## src/rtl/icache_sa_pkg.sv

```systemverilog
// icache_sa shared types: FSM states, field-width helpers, line layout.
// Widths are functions so every module derives them from its own parameters.
package icache_sa_pkg;

    typedef logic [31:0] word_t;

    typedef enum logic [1:0] {
        IDLE,
        FILL,
        FLUSH
    } icsa_state_t;

    function automatic int woff_w(input int words);
        return $clog2(words);
    endfunction

    function automatic int idx_w(input int sets);
        return $clog2(sets);
    endfunction

    function automatic int tag_w(input int sets, input int words);
        return 30 - woff_w(words) - idx_w(sets);
    endfunction

    localparam int DEF_SETS  = 8;
    localparam int DEF_WORDS = 2;
    localparam int WOFF_W    = woff_w(DEF_WORDS);
    localparam int IDX_W     = idx_w(DEF_SETS);
    localparam int TAG_W     = tag_w(DEF_SETS, DEF_WORDS);

    typedef struct packed {
        logic                         valid;
        logic [TAG_W-1:0]             tag;
        word_t [DEF_WORDS-1:0]        data;
    } icsa_line_t;

endpackage

```

## src/rtl/icsa_way.sv

```systemverilog
// One cache way: valid/tag/data per set, combinational lookup,
// single-word fill write port and whole-way invalidate.
module icsa_way
    import icache_sa_pkg::*;
#(
    parameter  int SETS  = 8,
    parameter  int WORDS = 2,
    localparam int IW    = idx_w(SETS),
    localparam int TW    = tag_w(SETS, WORDS),
    localparam int WB    = (WORDS > 1) ? woff_w(WORDS) : 1
) (
    input  logic          CLK,
    input  logic          nRST,
    input  logic [IW-1:0] i_rd_idx,
    input  logic [TW-1:0] i_rd_tag,
    input  logic [WB-1:0] i_rd_woff,
    output logic          o_valid,
    output logic          o_hit,
    output word_t         o_rdata,
    input  logic          i_wr_en,
    input  logic          i_set_valid,
    input  logic          i_clr,
    input  logic [IW-1:0] i_wr_idx,
    input  logic [WB-1:0] i_wr_woff,
    input  logic [TW-1:0] i_wr_tag,
    input  word_t         i_wr_data
);

    logic [SETS-1:0] r_valid;
    logic [TW-1:0]   r_tag  [SETS];
    word_t           r_data [SETS][WORDS];

    always_ff @(posedge CLK or negedge nRST) begin
        if (!nRST) begin
            r_valid <= '0;
        end else if (i_clr) begin
            r_valid <= '0;
        end else if (i_set_valid) begin
            r_valid[i_wr_idx] <= 1'b1;
        end
    end

    always_ff @(posedge CLK) begin
        if (i_wr_en) begin
            r_data[i_wr_idx][i_wr_woff] <= i_wr_data;
        end
        if (i_set_valid) begin
            r_tag[i_wr_idx] <= i_wr_tag;
        end
    end

    assign o_valid = r_valid[i_rd_idx];
    assign o_hit   = o_valid && (r_tag[i_rd_idx] == i_rd_tag);
    assign o_rdata = r_data[i_rd_idx][i_rd_woff];

endmodule

```

## src/rtl/icache_sa.sv

```systemverilog
// Set-associative instruction cache with multi-word block fill,
// round-robin replacement, flush, arbiter hold and hit/miss counters.
module icache_sa
    import icache_sa_pkg::*;
#(
    parameter int SETS  = 8,
    parameter int WAYS  = 2,
    parameter int WORDS = 2
) (
    input  logic  CLK,
    input  logic  nRST,
    input  logic  imemREN,
    input  word_t imemaddr,
    input  logic  flush,
    input  logic  arb_hold,
    output logic  ihit,
    output word_t imemload,
    output logic  iREN,
    output word_t iaddr,
    input  word_t iload,
    input  logic  iwait,
    output word_t hit_count,
    output word_t miss_count
);

    localparam int WOFF = woff_w(WORDS);
    localparam int IW   = idx_w(SETS);
    localparam int TW   = tag_w(SETS, WORDS);
    localparam int WB   = (WORDS > 1) ? WOFF : 1;
    localparam int PW   = (WAYS > 1) ? $clog2(WAYS) : 1;

    icsa_state_t r_state, w_next;

    logic [IW-1:0] r_idx;
    logic [TW-1:0] r_tag;
    logic [WB-1:0] r_k;
    logic [PW-1:0] r_victim;
    logic [PW-1:0] r_ptr [SETS];
    word_t         r_base;
    logic          r_refill;

    logic [IW-1:0]   w_idx;
    logic [TW-1:0]   w_tag;
    logic [WB-1:0]   w_woff;
    logic [WAYS-1:0] w_hit_vec;
    logic [WAYS-1:0] w_val_vec;
    word_t           w_rdata [WAYS];
    word_t           w_load;
    logic [PW-1:0]   w_vict;
    logic            w_found;
    logic            w_req, w_ihit, w_miss;
    logic            w_beat, w_done;
    logic            w_unused;

    assign w_idx    = imemaddr[2+WOFF +: IW];
    assign w_tag    = imemaddr[31 -: TW];
    assign w_woff   = (WORDS > 1) ? imemaddr[2 +: WB] : '0;
    assign w_unused = ^imemaddr[1:0];

    assign w_beat = (r_state == FILL) && !iwait && !flush;
    assign w_done = w_beat && (r_k == WB'(WORDS - 1));

    for (genvar g = 0; g < WAYS; g++) begin : g_way
        icsa_way #(.SETS(SETS), .WORDS(WORDS)) u_way (
            .CLK        (CLK),
            .nRST       (nRST),
            .i_rd_idx   (w_idx),
            .i_rd_tag   (w_tag),
            .i_rd_woff  (w_woff),
            .o_valid    (w_val_vec[g]),
            .o_hit      (w_hit_vec[g]),
            .o_rdata    (w_rdata[g]),
            .i_wr_en    (w_beat && (r_victim == PW'(g))),
            .i_set_valid(w_done && (r_victim == PW'(g))),
            .i_clr      (r_state == FLUSH),
            .i_wr_idx   (r_idx),
            .i_wr_woff  (r_k),
            .i_wr_tag   (r_tag),
            .i_wr_data  (iload)
        );
    end

    always_comb begin
        w_load  = '0;
        w_vict  = r_ptr[w_idx];
        w_found = 1'b0;
        for (int i = 0; i < WAYS; i++) begin
            if (w_hit_vec[i]) w_load = w_load | w_rdata[i];
            if (!w_found && !w_val_vec[i]) begin
                w_vict  = PW'(i);
                w_found = 1'b1;
            end
        end
    end

    assign w_req  = (r_state == IDLE) && imemREN && !flush;
    assign w_ihit = w_req && (|w_hit_vec);
    assign w_miss = w_req && !(|w_hit_vec) && !arb_hold;

    always_ff @(posedge CLK or negedge nRST) begin
        if (!nRST) r_state <= IDLE;
        else       r_state <= w_next;
    end

    always_comb begin
        w_next = r_state;
        unique case (r_state)
            IDLE:    if (w_miss) w_next = FILL;
            FILL:    if (w_done) w_next = IDLE;
            FLUSH:   w_next = IDLE;
            default: w_next = IDLE;
        endcase
        if (flush) w_next = FLUSH;
    end

    always_ff @(posedge CLK or negedge nRST) begin
        if (!nRST) begin
            r_idx    <= '0;
            r_tag    <= '0;
            r_k      <= '0;
            r_victim <= '0;
            r_base   <= '0;
        end else if (w_miss) begin
            r_idx    <= w_idx;
            r_tag    <= w_tag;
            r_k      <= '0;
            r_victim <= w_vict;
            r_base   <= imemaddr & ~word_t'(4 * WORDS - 1);
        end else if (w_beat) begin
            r_k <= r_k + 1'b1;
        end
    end

    always_ff @(posedge CLK or negedge nRST) begin
        if (!nRST) begin
            for (int s = 0; s < SETS; s++) r_ptr[s] <= '0;
        end else if (r_state == FLUSH) begin
            for (int s = 0; s < SETS; s++) r_ptr[s] <= '0;
        end else if (WAYS > 1 && w_done && r_victim == r_ptr[r_idx]) begin
            r_ptr[r_idx] <= r_ptr[r_idx] + 1'b1;
        end
    end

    // The re-hit right after a fill completes the missed request; it is
    // not counted again as a hit.
    always_ff @(posedge CLK or negedge nRST) begin
        if (!nRST) begin
            r_refill   <= 1'b0;
            hit_count  <= '0;
            miss_count <= '0;
        end else begin
            r_refill <= w_done;
            if (w_ihit && !r_refill) hit_count <= hit_count + 1'b1;
            if (w_miss) miss_count <= miss_count + 1'b1;
        end
    end

    assign ihit     = w_ihit;
    assign imemload = w_ihit ? w_load : '0;
    assign iREN     = (r_state == FILL);
    assign iaddr    = iREN ? (r_base + word_t'({r_k, 2'b00})) : '0;

endmodule

```

## config.mk

```make
export PLATFORM = sky130hd
export DESIGN_NAME = icache_sa
export DESIGN_NICKNAME = d
export VERILOG_FILES = /design/src/rtl/icache_sa_pkg.sv /design/src/rtl/icsa_way.sv /design/src/rtl/icache_sa.sv
export SDC_FILE = /design/constraint.sdc
export NUM_CORES = 2
export LEC_CHECK = 0
export CAP_MARGIN = 25
export CORE_MARGIN = 2
export CORE_UTILIZATION = 35
export CTS_BUF_LIST = sky130_fd_sc_hd__clkbuf_8
export DETAILED_ROUTE_END_ITERATION = 10
export DONT_BUFFER_PORTS = 1
export PLACE_DENSITY = 0.51
export SLEW_MARGIN = 20
export SYNTH_ARGS = -nofsm -noshare
export SYNTH_HDL_FRONTEND = slang
export SYNTH_HIERARCHICAL = 1
export SYNTH_SLANG_ARGS = --single-unit
```

## constraint.sdc

```tcl
create_clock -name CLK -period 11.3 [get_ports CLK]
set_input_delay 1.13 -clock CLK [delete_from_list [all_inputs] [get_ports CLK]]
set_output_delay 1.13 -clock CLK [all_outputs]
set_load 0.02 [all_outputs]
```

; ---- Word level (Yosys, flattened, before mapping)
; Memories as Yosys holds them, arrays and structs flattened.
; Cells that the tools add are included.
[op_classes]
n_addsub = 5
multipliers = 0
n_div = 0
magnitude_cmp = 9
n_eq_ne = 7
shift = 0
mux = 49
bitwise = 8
reduce_logical = 33
[op_table]
columns = operator, count
row1 = 2-to-1 mux 32 bit, 11
row2 = 2-to-1 mux 64 bit, 2
row3 = adder 32 x 1 -> 32 bit (second input constant), 2
row4 = equality test 26 bit, 2
row5 = 2-to-1 mux 8 bit, 6
row6 = adder 32 x 3 -> 32 bit, 1
row7 = demux 32 bit (select 1 bit), 1
row8 = OR 32 bit, 1
row9 = logical AND 1 bit, 20
row10 = 2-to-1 mux 1 bit, 18
row11 = OR 8 bit, 2
row12 = binary-select mux 1 bit (select 3 bit), 4
row13 = bitwise mux 8 bit, 1
row14 = >= comparator 4 bit (second input constant), 2
row15 = less-than comparator 3 x 4 -> 1 bit (second input constant), 2
row16 = inverter 3 -> 4 bit, 2
row17 = nonzero test 2 bit, 4
row18 = demux 1 bit (select 3 bit), 2
row19 = logical NOT 1 bit, 6
row20 = 2-to-1 mux 2 bit, 3
row21 = >= comparator 2 bit (second input constant), 2
row22 = less-than comparator 4 x 1 -> 1 bit (second input constant), 1
row23 = inverter 1 -> 2 bit, 2
row24 = case mux 2 bit (2 select lines), 1
row25 = other kinds (12), 13
[totals]
regBits = 151
latch_bits = 0
ramBits = 1440
mem_bits_ro = 0
inputBits = 70
output_inout_bits = 130
n_memories = 4
[memory_table]
columns = memory, words, word_bits, read_ports, rd_clocked_by_memory_dff, write_ports, line
row1 = g_way[0].u_way.r_data, 8, 64, 1, 0, 1, icsa_way.sv:31  ; word_t r_data [SETS][WORDS];
row2 = g_way[1].u_way.r_data, 8, 64, 1, 0, 1, icsa_way.sv:31
row3 = g_way[0].u_way.r_tag, 8, 26, 1, 0, 1, icsa_way.sv:30  ; logic [TW-1:0] r_tag [SETS];
row4 = g_way[1].u_way.r_tag, 8, 26, 1, 0, 1, icsa_way.sv:30

; ---- Logic depth before layout (Yosys ltp)
[logic_depth]
word_depth = 10
mapped_depth = 17
mapped_depth_nobuf = 10

; ---- Hierarchy
; Netlist, hierarchy kept.
[modules_own_cells]
columns = module, instances, cells_each, area_per_inst_um2
row1 = icsa_way (g_way[1].u_way), 1, 1155, 27834.2
row2 = icsa_way (g_way[0].u_way), 1, 1137, 27754.1
row3 = icache_sa, 1, 591, 5529.1

; ---- Worst setup path after synthesis
; Ideal clock, no wire load.
[synth_path]
path_kind = input port to output port
startpoint = in imemaddr[3]
endpoint = out imemload[10]
arrival_ns = 3.678
required_ns = 10.170
slack_ns = 6.492
cell_stages = 12
path_buffers = 4
path_cell_list = buf_6 buf_6 mux4_2 mux2i_1 xor2_1 o2111ai_1 nor4_1 and4_1 clkbuf_1 clkbuf_1 a22oi_1 nor2_1
[synth_between]
word_cells_on_any_way = 24
classes_between = 2 x eq/ne / 13 x mux / 1 x bitwise / 4 x reduce/logical / 4 x memory
[synth_rtl]
columns = element, line
row1 = "start, declared", icache_sa.sv:13  ; input word_t imemaddr,
row2 = memory read (8 x 26 bit) / binary-select mux 1 bit (select 3 bit) (equally long branches), n/a
row3 = equality test 26 bit / 2-to-1 mux 1 bit (equally long branches), "icsa_way.sv:53, icsa_way.sv:52"
row4 = logical AND 1 bit *, icsa_way.sv:53  ; assign o_hit = o_valid && (r_tag[i_rd_idx] == i_rd_tag);
row5 = net w_hit_vec[0], icache_sa.sv:45  ; logic [WAYS-1:0] w_hit_vec;
row6 = 2-to-1 mux 32 bit, icache_sa.sv:88  ; if (w_hit_vec[i]) w_load = w_load | w_rdata[i];
row7 = OR 32 bit, icache_sa.sv:88
row8 = 2-to-1 mux 32 bit, icache_sa.sv:88
row9 = 2-to-1 mux 32 bit *, icache_sa.sv:159  ; assign imemload = w_ihit ? w_load : '0;
row10 = "end, declared", icache_sa.sv:17  ; output word_t imemload,
; The timed path passes the listed nets; every way through them passes the cells marked *. The select of a mux whose other input is x is not followed.

; ---- Final worst setup path
[layout_path]
startpoint = in imemaddr[3]
endpoint = out imemload[30]
; The elaborated chain is that of the path after synthesis.

==> out/qor.csv <==
stage,metric,value,unit
status,run_status,"complete, but fails checks",
status,failed_checks,slew limit,
timing,final_setup_slack_of_the_worst_path,4770,ps
die,floorplan.initialDensity,35.2,%
final_layout,n_fill_cell,15377,
timing,timing.max_slew.rel_slack,-37.8,%
yosys,synth_cell_types,53,
worst_setup_path,worst_path_maximum_fanout,357,
grt,initial_antenna_violation_count,4,
detailed_routing,met3_length,8.93,mm
yosys,most_area_hungry_cell_type_in_the_yosys_netlist,sky130_fd_sc_hd__edfxtp_1,
detailed_routing,route.top_layer_used,met4,
worst_setup_path,worst_setup_sp_type,primary input,
placement,placed_cells_incl_taps,5118,
timing,max_clock_freq,0.153,GHz
worst_setup_path,ff2ff_path_depth,12,
pwr,power_frac_clock,41.0,%
yosys,postSynthRegisterBits,1562,
worst_setup_path,kind_of_end_point_of_the_critical_path,output pin,
grt,grt_start_max_net_pins,366,
timing,drv_slew,138,
clocking,cts_buffer_depth,4,
yosys,ys_async_sr_fraction,7.81,%
yosys,area_contributors_post_synth,"sky130_fd_sc_hd__edfxtp_1 (71%), sky130_fd_sc_hd__mux4_2 (15%), sky130_fd_sc_hd__dfrtp_1 (5.0%)",
final_layout,syn2layout_area_growth,13.0,%
timing,final_worst_path_period_share,57.8,%
yosys,netlist.area_leader.share,70.8,%
placement,portBuffers,0,
detailed_routing,wl_met1,61.9,mm
grt,grt_pass1_vias,31516,
final_layout,layout.cells.non_filler,5605,
timing,timing_worst_slew_pin_value,2070,ps
yosys,syn_area_per_cell,21.2,um2
placement,dpl-instance-area,0.0640,mm2
die,ioPinCount,200,
detailed_routing,detailroute.via_count,29403,
pwr,fin_total_pwr,11.7,mW
clocking,post-cts-setup-buffer-count,0,
run,timing.max_cap.violations,0,
final_layout,fin_nets,3153,
detailed_routing,detailroute.wirelength.met2,80.1,mm
clocking,cts_repair_resize_count,0,
grt,grt_first_pass_wirelength,222,mm
clocking,holdBufCountCts,1,
final_layout,share_of_the_core_filled_with_cells_in_the_final_layout,39.8,%
die,core_region_area,0.174,mm2
detailed_routing,number_of_drc_markers_after_the_initial_detailed_route_iteration,2503,
clocking,tritoncts,yes,
clocking,insertion_delay,1020,ps
clocking,cts_num_sinks,1562,
detailed_routing,vias_per_cell,5.25,
worst_setup_path,cp_data_arrival_time,5400,ps
die,floorplan.die.height,422,um
die,std_cell_rows,153,
yosys,yosys_warnings,6,
yosys,synth_enable_flop_cells,1440,
timing,timing.final.setup_violations,0,
pwr,power.sequential.fraction,55.9,%
pwr,switching_share,21.5,%
pwr,power_leakage,22.4,nW
die,fp.dieW,422,um
detailed_routing,routedWlPerCell,27.6,um
timing,fin_skew,74.8,ps
detailed_routing,ant_nets,0,
timing,timing.final.crit_period,6530,ps
timing,final.hold.worst_slack,110,ps
timing,finalHoldViolCount,0,
placement,globalplace.congestion,0.754,
final_layout,post_route_cells_drive_above_1_share,26.7,%
clocking,ctsRootBufferMaster,sky130_fd_sc_hd__clkbuf_8,
detailed_routing,postRouteWirelength,155,mm
final_layout,stdcell_area,0.0691,mm2
pwr,share_comb_of_total_power,3.1,%
yosys,number_of_standard_cells_after_synthesis,2883,
pwr,irDropWorstVdd,0.125,mV
worst_setup_path,criticalPathCategory,primary input to output pin,
pwr,cellInternalPower,9.21,mW
pwr,power.density,170,mW/mm2
grt,global_route.usage.total,17.3,%
worst_setup_path,required_time_at_the_worst_slack_endpoint,10170,ps
timing,tns,0,ps
detailed_routing,first_pass_iters,6,
pwr,netSwitchingPower,2.52,mW
worst_hold_path,timing.hold.worst.class,primary input to asynchronous set/reset pin,
yosys,synth_flop_cell,sky130_fd_sc_hd__edfxtp_1,
die,die_area,0.178,mm2
yosys,netlist_area,0.0611,mm2
clocking,cts_inserted_buffers,285,
detailed_routing,detail_route.drc_violations,0,
clocking,htreeDepth,5,
placement,hpwlAfterDp,73.9,mm
placement,dpl_worst_slack,4910,ps
grt,overflow,0,
timing,grt_setup_unrepaired,false,
clocking,clk_transition_reported_paths,60,ps
yosys,seq_area_frac_synth,75.7,%
-- cells in the final DEF (no fill, tap or decap), types with 15 or more instances in the layout --
cell type,synthesis,routed
sky130_fd_sc_hd__dfrtp_1,122,122
sky130_fd_sc_hd__xnor2_1,70,70
sky130_fd_sc_hd__mux2i_1,79,79
sky130_fd_sc_hd__and2_1,37,37
sky130_fd_sc_hd__nand2_1,138,138
sky130_fd_sc_hd__nand3_1,34,34
sky130_fd_sc_hd__clkinv_2,0,32
sky130_fd_sc_hd__nand2b_1,17,17
sky130_fd_sc_hd__inv_1,10,93
sky130_fd_sc_hd__nor2_4,0,49
sky130_fd_sc_hd__clkbuf_8,0,299
sky130_fd_sc_hd__and3_1,21,21
sky130_fd_sc_hd__mux4_2,409,409
sky130_fd_sc_hd__clkinv_1,0,54
sky130_fd_sc_hd__edfxtp_1,1440,1440
sky130_fd_sc_hd__a22oi_1,53,53
sky130_fd_sc_hd__nor2_1,133,85
sky130_fd_sc_hd__xor2_1,32,32
sky130_fd_sc_hd__a21oi_1,15,15
sky130_fd_sc_hd__buf_4,11,53
sky130_fd_sc_hd__nand4_1,33,33
-- logic make-up (layout without fill, tap and decap cells) --
| family | after synthesis | in the layout | synth area share (%) |
|---|---|---|---|
| xor+xnor | 102 | 102 | 1.46 |
| simple gates | 469 | 469 | 3.81 |
| mux | 492 | 492 | 16.5 |
| buf+inv | 154 | 545 | 1.32 |
| fa+ha+maj | 2 | 2 | 0.0409 |
| compound gates | 101 | 101 | 1.14 |
| flops | 1562 | 1562 | 75.7 |
| other cells | 1 | 7 | 0.00614 |
-- flip-flops by register name, indices dropped and copies added (netlist names), 2 cells and up --
register / cells
r_ptr: 8
g_way.u_way/r_valid: 16
g_way.u_way/r_tag: 416
miss_count: 32
r_state: 2
hit_count: 32
r_tag: 26
r_idx: 2
g_way.u_way/r_data: 1024
-- layout make-up --
class                   instances  area, um2  share of cell area [%]
well taps                    2325       2910                    4.21
multi-input cells            1168      14400                    20.8
repair buffers                 54        425                   0.616
inverters                      10       37.5                  0.0543
flip-flops and latches       1562      46300                    67.0
clock inverters               182        910                    1.32
clock buffers                 299       4120                    5.96
diodes                          5       12.5                  0.0181
-- final timing paths --
path | from | endpoint | slack [ps]
min in group CLK | flush | r_state[1] | 170
min reg2reg | g_way[1].u_way/r_valid[2] | g_way[1].u_way/r_valid[2] | 500
max reg2reg | g_way[0].u_way/r_tag[4][18] | hit_count[28] | 6340
max | imemaddr[3] | imemload[30] | 4770
max in group asynchronous | nRST | hit_count[25] | 10590
min | nRST | r_tag[22] | 110
-- routing by layer --
layer | GRT usage [%] | vias up
met5 | 0 | -
met4 | 5.36 | 0
met3 | 4.10 | 271
met2 | 30.1 | 932
met1 | 21.4 | 15911
li1 | - | 12289
-- power by group through the flow --
stage               combinational (mW)  sequential (mW)  clock [mW]
floorplan                        0.355             6.62           0
global placement                 0.343             6.66           0
detailed placement               0.349             6.68           0
CTS                              0.361             6.56        4.96
global route                     0.383             6.57        5.21
finish                           0.363             6.56        4.81
-- synth_stat cells (17+ instances only) --
| library cell | instances |
|---|---|
| sky130_fd_sc_hd__edfxtp_1 | 1440 |
| sky130_fd_sc_hd__nand3_1 | 34 |
| sky130_fd_sc_hd__and3_1 | 21 |
| sky130_fd_sc_hd__nor2_1 | 133 |
| sky130_fd_sc_hd__nand2b_1 | 17 |
| sky130_fd_sc_hd__mux2i_1 | 79 |
| sky130_fd_sc_hd__buf_2 | 63 |
| sky130_fd_sc_hd__and2_1 | 37 |
| sky130_fd_sc_hd__xnor2_1 | 70 |
| sky130_fd_sc_hd__a22oi_1 | 53 |
| sky130_fd_sc_hd__dfrtp_1 | 122 |
| sky130_fd_sc_hd__mux4_2 | 409 |
| sky130_fd_sc_hd__xor2_1 | 32 |
| sky130_fd_sc_hd__nand2_1 | 138 |
| sky130_fd_sc_hd__nand4_1 | 33 |
| sky130_fd_sc_hd__clkbuf_1 | 51 |
-- critical path, stage by stage --
cell	delay, ps
sky130_fd_sc_hd__mux4_2	800
sky130_fd_sc_hd__mux2i_1	350
sky130_fd_sc_hd__xor2_1	180
sky130_fd_sc_hd__nand4_1	220
sky130_fd_sc_hd__nor4_1	310
sky130_fd_sc_hd__and4_2	250
sky130_fd_sc_hd__buf_4	640
sky130_fd_sc_hd__a22oi_1	490
sky130_fd_sc_hd__nor2_1	450
(Power assumes the default switching activity.)
